### config.mk
export PLATFORM = sky130hd
export DESIGN_NAME = display_scan
export DESIGN_NICKNAME = d
export VERILOG_FILES = /design/src/rtl/display_pkg.sv /design/src/rtl/display_scan_refresh_tick.sv /design/src/rtl/display_scan.sv
export SDC_FILE = /design/constraint.sdc
export NUM_CORES = 1
export LEC_CHECK = 0
export ABC_AREA = 0
export CAP_MARGIN = 20
export CORE_MARGIN = 2
export CORE_UTILIZATION = 60
export DETAILED_ROUTE_END_ITERATION = 7
export PLACE_DENSITY = 0.84
export SLEW_MARGIN = 20
export SYNTH_ARGS = -nofsm -noshare
export SYNTH_HDL_FRONTEND = slang
export SYNTH_HIERARCHICAL = 1
export SYNTH_SLANG_ARGS = --single-unit
### constraint.sdc
create_clock -name CLK -period 5.43 [get_ports CLK]
set_input_delay 1.086 -clock CLK [delete_from_list [all_inputs] [get_ports CLK]]
set_output_delay 1.086 -clock CLK [all_outputs]
set_load 0.03 [all_outputs]
### src/rtl/display_pkg.sv
// display_pkg: definitions shared by the display scanner and the
// nibble-to-segment decoder.
//   NIBBLE_W           width of one displayed digit value
//   DEFAULT_NUM_DIGITS default number of scanned digit positions
//   DIG_SEL_ACTIVE     electrical level that enables a digit
//   nibble_t           one digit value
//   clog2_min1()       ceil(log2(value)), never less than 1, for counter widths
package display_pkg;

  localparam int   NIBBLE_W           = 4;
  localparam int   DEFAULT_NUM_DIGITS = 4;
  localparam logic DIG_SEL_ACTIVE     = 1'b1;

  typedef logic [NIBBLE_W-1:0] nibble_t;

  function automatic int clog2_min1(input int value);
    int w;
    w = 1;
    for (int i = 1; i < 31; i++) begin
      if ((1 << i) < value) w = i + 1;
    end
    return w;
  endfunction

endpackage

### src/rtl/display_scan_refresh_tick.sv
// refresh_tick: free-running prescaler producing a digit-advance pulse.
// The counter runs 0..REFRESH_DIV-1; ADVANCE is high during the terminal
// count cycle, so it is a one-cycle pulse every REFRESH_DIV clocks
// (every cycle when REFRESH_DIV = 1).
// Ports:
//   CLK      system clock
//   RST_N    asynchronous active-low reset (counter -> 0)
//   ADVANCE  one-cycle pulse at the terminal count
module refresh_tick
  import display_pkg::*;
#(
  parameter int REFRESH_DIV = 100000
) (
  input  logic CLK,
  input  logic RST_N,
  output logic ADVANCE
);

  localparam int               CNT_W = clog2_min1(REFRESH_DIV);
  localparam logic [CNT_W-1:0] TC    = CNT_W'(REFRESH_DIV - 1);

  logic [CNT_W-1:0] cnt;

  always_ff @(posedge CLK or negedge RST_N) begin
    if (!RST_N) begin
      cnt <= '0;
    end else if (cnt == TC) begin
      cnt <= '0;
    end else begin
      cnt <= cnt + CNT_W'(1);
    end
  end

  assign ADVANCE = (cnt == TC);

endmodule

### src/rtl/display_scan.sv
// display_scan: time-multiplexed digit scanner for a multi-digit
// seven-segment display. Holds a frame-stable value and selects one digit
// position at a time, presenting that digit's nibble to the segment decoder.
// Build option: define DISPLAY_SCAN_LZB_EN to enable leading-zero blanking.
// Ports:
//   CLK         system clock
//   RST_N       asynchronous active-low reset
//   DATA_IN     value to display, nibble 0 (bits 3:0) is the rightmost digit
//   LOAD_REQ    sample DATA_IN this cycle
//   LOAD_ACK    one-cycle pulse: the pending value became the displayed value
//   DIGIT_OUT   nibble of the currently selected digit
//   DIG_SEL     one-hot digit enable
//   BLANK       1 = current digit must be dark
//   FRAME_TICK  one-cycle pulse when the scan returns to digit 0
module display_scan
  import display_pkg::*;
#(
  parameter int NUM_DIGITS  = DEFAULT_NUM_DIGITS,
  parameter int REFRESH_DIV = 100000
) (
  input  logic                         CLK,
  input  logic                         RST_N,
  input  logic [NIBBLE_W*NUM_DIGITS-1:0] DATA_IN,
  input  logic                         LOAD_REQ,
  output logic                         LOAD_ACK,
  output logic [NIBBLE_W-1:0]          DIGIT_OUT,
  output logic [NUM_DIGITS-1:0]        DIG_SEL,
  output logic                         BLANK,
  output logic                         FRAME_TICK
);

  localparam int               DATA_W   = NIBBLE_W * NUM_DIGITS;
  localparam int               IDX_W    = clog2_min1(NUM_DIGITS);
  localparam logic [IDX_W-1:0] LAST_IDX = IDX_W'(NUM_DIGITS - 1);

  logic              advance;
  logic              wrap;
  logic [IDX_W-1:0]  idx;
  logic [DATA_W-1:0] disp;
  logic [DATA_W-1:0] pend;
  logic              pend_vld;
  logic              wrap_q;
  logic              ack_q;

  logic [NUM_DIGITS-1:0] sel_next;
  nibble_t               digit_next;
  logic                  blank_next;

  refresh_tick #(
    .REFRESH_DIV(REFRESH_DIV)
  ) u_refresh_tick (
    .CLK    (CLK),
    .RST_N  (RST_N),
    .ADVANCE(advance)
  );

  // Frame boundary: the advance that takes the index from the last digit
  // back to digit 0.
  assign wrap = advance && (idx == LAST_IDX);

  always_ff @(posedge CLK or negedge RST_N) begin
    if (!RST_N) begin
      idx <= '0;
    end else if (advance) begin
      idx <= wrap ? '0 : idx + IDX_W'(1);
    end
  end

  // Load handshake: LOAD_REQ is a single-cycle request with no ready; every
  // asserted cycle captures DATA_IN (a later request overwrites an earlier
  // one still pending). The captured value is committed to the display only
  // at a frame boundary, and LOAD_ACK pulses exactly once per commit, in the
  // same cycle the new frame's digit 0 appears. A request in the boundary
  // cycle itself bypasses the pending register and commits at once.
  always_ff @(posedge CLK or negedge RST_N) begin
    if (!RST_N) begin
      disp     <= '0;
      pend     <= '0;
      pend_vld <= 1'b0;
      wrap_q   <= 1'b0;
      ack_q    <= 1'b0;
    end else begin
      if (wrap && LOAD_REQ) begin
        disp     <= DATA_IN;
        pend_vld <= 1'b0;
      end else if (wrap && pend_vld) begin
        disp     <= pend;
        pend_vld <= 1'b0;
      end else if (LOAD_REQ) begin
        pend     <= DATA_IN;
        pend_vld <= 1'b1;
      end
      // Delayed one cycle so these line up with the registered outputs
      // that first show the new frame.
      wrap_q <= wrap;
      ack_q  <= wrap && (LOAD_REQ || pend_vld);
    end
  end

  // Select, nibble and blank flag all derive from the same index and
  // display register, so they stay aligned on the registered outputs.
  always_comb begin
    sel_next   = '0;
    digit_next = '0;
    for (int i = 0; i < NUM_DIGITS; i++) begin
      if (idx == IDX_W'(i)) begin
        sel_next[i] = DIG_SEL_ACTIVE;
        digit_next  = disp[NIBBLE_W*i +: NIBBLE_W];
      end else begin
        sel_next[i] = ~DIG_SEL_ACTIVE;
      end
    end
  end

`ifdef DISPLAY_SCAN_LZB_EN
  // Walk from the most significant digit down, tracking whether every
  // nibble at or above the position is zero; digit 0 is never blanked.
  logic all_zero;
  always_comb begin
    all_zero   = 1'b1;
    blank_next = 1'b0;
    for (int i = NUM_DIGITS - 1; i >= 0; i--) begin
      all_zero = all_zero && (disp[NIBBLE_W*i +: NIBBLE_W] == '0);
      if ((idx == IDX_W'(i)) && (i != 0)) blank_next = all_zero;
    end
  end
`else
  assign blank_next = 1'b0;
`endif

  always_ff @(posedge CLK or negedge RST_N) begin
    if (!RST_N) begin
      DIG_SEL    <= '0;
      DIGIT_OUT  <= '0;
      BLANK      <= 1'b1;
      LOAD_ACK   <= 1'b0;
      FRAME_TICK <= 1'b0;
    end else begin
      DIG_SEL    <= sel_next;
      DIGIT_OUT  <= digit_next;
      BLANK      <= blank_next;
      LOAD_ACK   <= ack_q;
      FRAME_TICK <= wrap_q;
    end
  end

endmodule
**After elaboration in Yosys (flattened, before gate mapping)**

Cells that the tools add are included.

- Register bits after elaboration: 65
- Logic and storage cells: 44

- Add/subtract/negate cells: 2
- Equality and inequality tests: 4
- Mux-type cells: 15
- Bitwise logic cells: 2
- Reductions and logical operators: 9

Operators with widths:

| operator | count |
|---|---|
| $mux W16 | 2 |
| $add A17 B1 Y17 const B | 1 |
| $eq A17 B17 Y1 const B | 1 |
| $mux W17 | 1 |
| $mux W4 | 4 |
| $mux W1 | 7 |
| $eq A2 B2 Y1 const B | 2 |
| $logic_and A1 B1 Y1 | 4 |
| $reduce_and A3 Y1 | 1 |
| $reduce_bool A3 Y1 | 1 |
| $add A2 B1 Y2 const B | 1 |
| $eq A2 B1 Y1 const B | 1 |
| $logic_not A2 Y1 | 1 |
| $mux W2 | 1 |
| $not A1 Y1 | 2 |
| $reduce_bool A2 Y1 | 1 |
| $logic_or A1 B1 Y1 | 1 |

**Depth between registers and ports, before layout**

- Word-level depth: 5
- Depth in mapped cells: 9
- Depth with buffers taken out: 7

**By module**

The synthesis kept the hierarchy.

Modules (own cells, without submodules):

| module | times used | cells an instance | area each (sq um) |
|---|---|---|---|
| display_scan | 1 | 159 | 2014.4 |
| refresh_tick | 1 | 74 | 793.3 |

**Least setup slack after synthesis**

No wires, ideal clock.

- Kind: register to register
- From: register u_refresh_tick.cnt[11]
- To: register pend[0]
- Data arrival time: 2534 ps
- Path slack: 2771 ps
- Cell stages (with the launch flop): 8
- Path buffers: 1
- Period minus slack after synthesis: 2659 ps
- Cells stage by stage: dfrtp_1 -> or4_1 -> or4_4 -> nor4_4 -> and2_4 -> nor2_8 -> buf_12 -> mux2_4

- Word-level cells in the longest chain between the ends: 5
- Elaborated cells on any way between the ends: 7
- Classes of those cells: 1 x eq/ne; 2 x bitwise; 4 x reduce/logical

RTL lines:

| item | line | RTL |
|---|---|---|
| from (decl) | display_scan_refresh_tick.sv:22 | `logic [CNT_W-1:0] cnt;` |
| from (signal assigned) | display_scan_refresh_tick.sv:30 | `cnt <= cnt + CNT_W'(1);` |
| $eq A17 B17 Y1 * | display_scan_refresh_tick.sv:34 | `assign ADVANCE = (cnt == TC);` |
| named net advance | display_scan.sv:36 | `logic advance;` |
| $logic_and A1 B1 Y1 * | display_scan.sv:59 | `assign wrap = advance && (idx == LAST_IDX);` |
| named net wrap | display_scan.sv:37 | `logic wrap;` |
| $logic_and A1 B1 Y1, on equally long branches | display_scan.sv:86, display_scan.sv:83 |  |
| $not A1 Y1 (no source line) | - |  |
| $reduce_and A3 Y1 (no source line) * | - |  |
| to (signal assigned) | display_scan.sv:78 | `pend <= '0;` |
| to (signal assigned) | display_scan.sv:90 | `pend <= DATA_IN;` |
| to (decl) | display_scan.sv:40 | `logic [DATA_W-1:0] pend;` |

Mark *: on every way through the listed nets, which the timed path passes. The rest lies on a longest branch.
A chain may end at the register's enable or synchronous reset.

**Worst setup path after layout**

- From: register u_refresh_tick.cnt[11]
- To: register disp[11]

- Word-level cells in the longest chain between the ends: 4
- Elaborated cells on any way between the ends: 6
- Classes of those cells: 1 x eq/ne; 1 x mux; 4 x reduce/logical

RTL lines:

| item | line | RTL |
|---|---|---|
| $eq A17 B17 Y1 * | display_scan_refresh_tick.sv:34 |  |
| named net advance | display_scan.sv:36 |  |
| $logic_and A1 B1 Y1 * | display_scan.sv:59 |  |
| $logic_and A1 B1 Y1, on equally long branches | display_scan.sv:83, display_scan.sv:86 |  |
| $mux W16 or $reduce_bool A2 Y1 (tied branches) | - |  |
| to (signal assigned) | display_scan.sv:87 | `disp <= pend;` |
| to (decl) | display_scan.sv:39 | `logic [DATA_W-1:0] disp;` |

Marks and branches as above.

==> summary.md <==
| Metric | Value |
|---|---|
| Status | `complete, no violations` |
| Worst Setup End Kind | `flop` |
| Routed wire per std cell | `15.7 um` |
| DRT antenna net count | `0` |
| Hold Crit Class | `reg2reg` |
| GP Congestion | `0.785` |
| Lkg Pwr | `1.44 nW` |
| Post-CTS Setup Inserts | `0` |
| Final Hold Fails | `0` |
| Max Slew Vio Count | `0` |
| Vias per cell | `roughly 5.8` |
| Area of the core | `0.00444 mm^2` |
| Die width | `72.4 um` |
| CP Class | `reg2reg` |
| CTS Hold Buffers Added | `0` |
| Synth Area in Compound Gates | `about a tenth` |
| Setup Skew | `4.27 ps` |
| Proportion of layout cells with a drive suffix above 1 | `14.8%` |
| Critical-path top delay cell | `nor4_4` |
| Routed vias | `1,866` |
| Clk_lat worst skew | `about 330 ps` |
| Initial cell density of the core | `a little over three fifths` |
| DP HPWL | `3.36 mm` |
| Crit path launch | `u_refresh_tick/cnt[11]$_DFF_PN0_` |
| Most common cell after layout, fill and taps aside | `dfrtp_1` |
| CTS sink cnt | `65` |
| Ports | `30` |
| Async set or reset register ratio after synthesis | `100%` |
| Largest stage delay, worst path | `590 ps` |
| Area share of and/or/nand/nor cells after synthesis | `13.1%` |
| CTS buffer count | `9` |
| Die height | `between 70 and 80 um` |
| RSZ-0062 raised after global routing | `false` |
| Maximum clock path buffer count | `2` |
| Worst path top cell family by delay | `simple AND/OR/NAND/NOR gates` |
| Dpl ws | `2540 ps` |
| Root Driver | `clkbuf_8` |
| TritonRoute pass-1 iters | `4` |
| Synthesized area per cell | `approximately 12 um^2` |
| DRC errors left | `0` |
| Setup TNS | `0 ps` |
| Largest family of logic cells by synthesized area | `simple AND/OR/NAND/NOR gates` |
| Final setup vio count | `0` |
| N_diodes | `0` |
| Final worst slack | `2480 ps` |
| Die ar. | `about 0.0052 mm^2` |
| I/O Buffers | `29` |
| Mux contribution to synthesized area | `7.75%` |
| Vias in the first global route | `1,883` |
| Area growth syn-to-layout | `16.6%` |
| Post-synth cell types | `39` |
| Most frequent cells in the layout | `dfrtp_1, nand2_1, clkdlybuf4s50_1, o21ai_0, o22ai_1` |
| Yosys warns | `6` |
| Fmax achieved | `0.338 GHz` |
| Critical-path maximum fanout | `16` |
| Hold_sp | `ack_q$_DFF_PN0_` |
| Syn nets | `257` |
| EDFF count, synth | `0` |
| Seq cells post-synth | `65` |
| Pwr/cell area | `282 mW/mm^2` |
| Sequential area share after synthesis | `58.0%` |
| Post-Route WL | `5.07 mm` |
| Grt total ovfl | `0` |
| Adder-Cell Fraction of Synth Area | `2.23%` |
| Row count | `24` |
| CP Cell Sequence | `or4_1 > or4_4 > nor4_4 > and3_2 > o22ai_1 > o21ai_0` |
| Clock-pin slew on the worst setup and hold paths | `70 ps` |
| Critical path buffers and inverters | `0` |
| H-tree Lvls | `3` |
| Max cap viols | `0` |
| Min Tclk post-route | `just under 3000 ps` |
| Req. time, crit path | `5680 ps` |
| 1st-iter DRT viols | `97` |
| CTS tree | `yes` |
| Post_cts resized | `0` |
| Worst-margin pin slew | `784 ps` |
| Slew margin rel. | `between 40% and 50%` |
| Tot GR Track Use | `21.9%` |
| Fill count | `313` |
| Prevailing post-synth register cell | `dfrtp_1` |
| Crit path DAT | `3200 ps` |
| Final #Nets | `290` |
| Cells after Synth | `between 200 and 250` |
| Initial antenna violation count | `0` |
| Reg2Reg Launch Point | `u_refresh_tick/cnt[11]$_DFF_PN0_` |
| First-pass GRT wire length | `roughly 8.7 mm` |
| Synthesized area | `approximately 0.0028 mm^2` |
| VDD IR-drop max | `0.187 mV` |
| Xor and xnor fraction of the mapped netlist area | `around 4.4%` |
| CP Launch Type | `flop` |
| Pin count of the biggest net entering global routing | `66` |
| Tcrit/Tclk final | `54.4%` |
[final timing paths]
kind                       slack, ps  cells past startpoint                   end
max                             2480                      6  disp[11]$_DFFE_PN0P_
min reg2reg                      350                      0    LOAD_ACK$_DFF_PN0_
max reg2reg                     2480                      6  disp[11]$_DFFE_PN0P_
min                              350                      0    LOAD_ACK$_DFF_PN0_
min in group asynchronous        910                      2    LOAD_ACK$_DFF_PN0_
max in group asynchronous       4000                      2      wrap_q$_DFF_PN0_
[registers in the layout, summed over array words and instances, names as in the netlist]
signal	cells
u_refresh_tick/cnt	17
disp	16
pend	16
DIGIT_OUT	4
DIG_SEL	4
idx	2
BLANK	1
FRAME_TICK	1
LOAD_ACK	1
ack_q	1
pend_vld	1
wrap_q	1
[kinds of logic after synthesis]
| logic type | count (synthesis) |
|---|---|
| adders and majority gates | 5 |
| AOI/OAI and AO/OA | 47 |
| DFF | 65 |
| and+or+nand+nor | 70 |
| other | 1 |
| muxes | 16 |
| xor gates and xnor gates | 14 |
| buffers and inverters | 15 |
[final cells by class]
| class | count | area [um^2] | area share (%) |
|---|---|---|---|
| well taps | 52 | 65.1 | 1.99 |
| flip-flops and latches | 65 | 1630 | 49.7 |
| clock buffers | 13 | 159 | 4.85 |
| multi-input cells | 153 | 1060 | 32.3 |
| repair buffers | 31 | 300 | 9.17 |
| inverters | 6 | 48.8 | 1.49 |
| clock inverters | 3 | 15.0 | 0.459 |
[power by group]
group / total, mW / internal, mW / switching, mW
logic: 0.0605 / 0.0353 / 0.0252
registers: 0.504 / 0.497 / 0.00692
clock network: 0.360 / 0.189 / 0.172
[through the flow]
step           power (mW)  hold slack [ps]  area, um^2  util (%)  instances
2_1_floorplan       0.544              331        2810         -        233
3_3_place_gp        0.571              334        3100      69.7        307
3_5_place_dp        0.573              338        3100      69.7        307
4_1_cts             0.932              353        3270      73.6        323
5_1_grt             0.960              363        3270      73.6        323
6_report            0.925              352        3270      73.6        323
[Yosys cell counts (all sizes together), types with 2 or more instances]
master,instances,share of area (%)
dfrtp,64,57
nand2,30,4.0
o21ai,19,3.4
mux2,16,7.8
o22ai,16,3.6
nor2,13,2.3
xnor2,9,2.8
buf,7,2.3
ha,5,2.2
inv,5,0.67
nor2b,5,1.1
xor2,5,1.6
nand3,4,0.71
nand4,4,0.89
nor3,4,0.71
o31ai,4,1.1
a21oi,3,0.53
a221oi,3,0.94
or4,3,0.94
and4,2,0.62
clkbuf,2,0.31
nor4,2,0.98
[layer usage]
metal / routed length [um] / global-route usage (%)
met1: 2210 / 28.3
met2: 2600 / 35.3
met3: 213 / 6.53
met4: 45 / 8.44
met5: 0 / 0
Note: power is estimated with default switching activity, not from simulation.
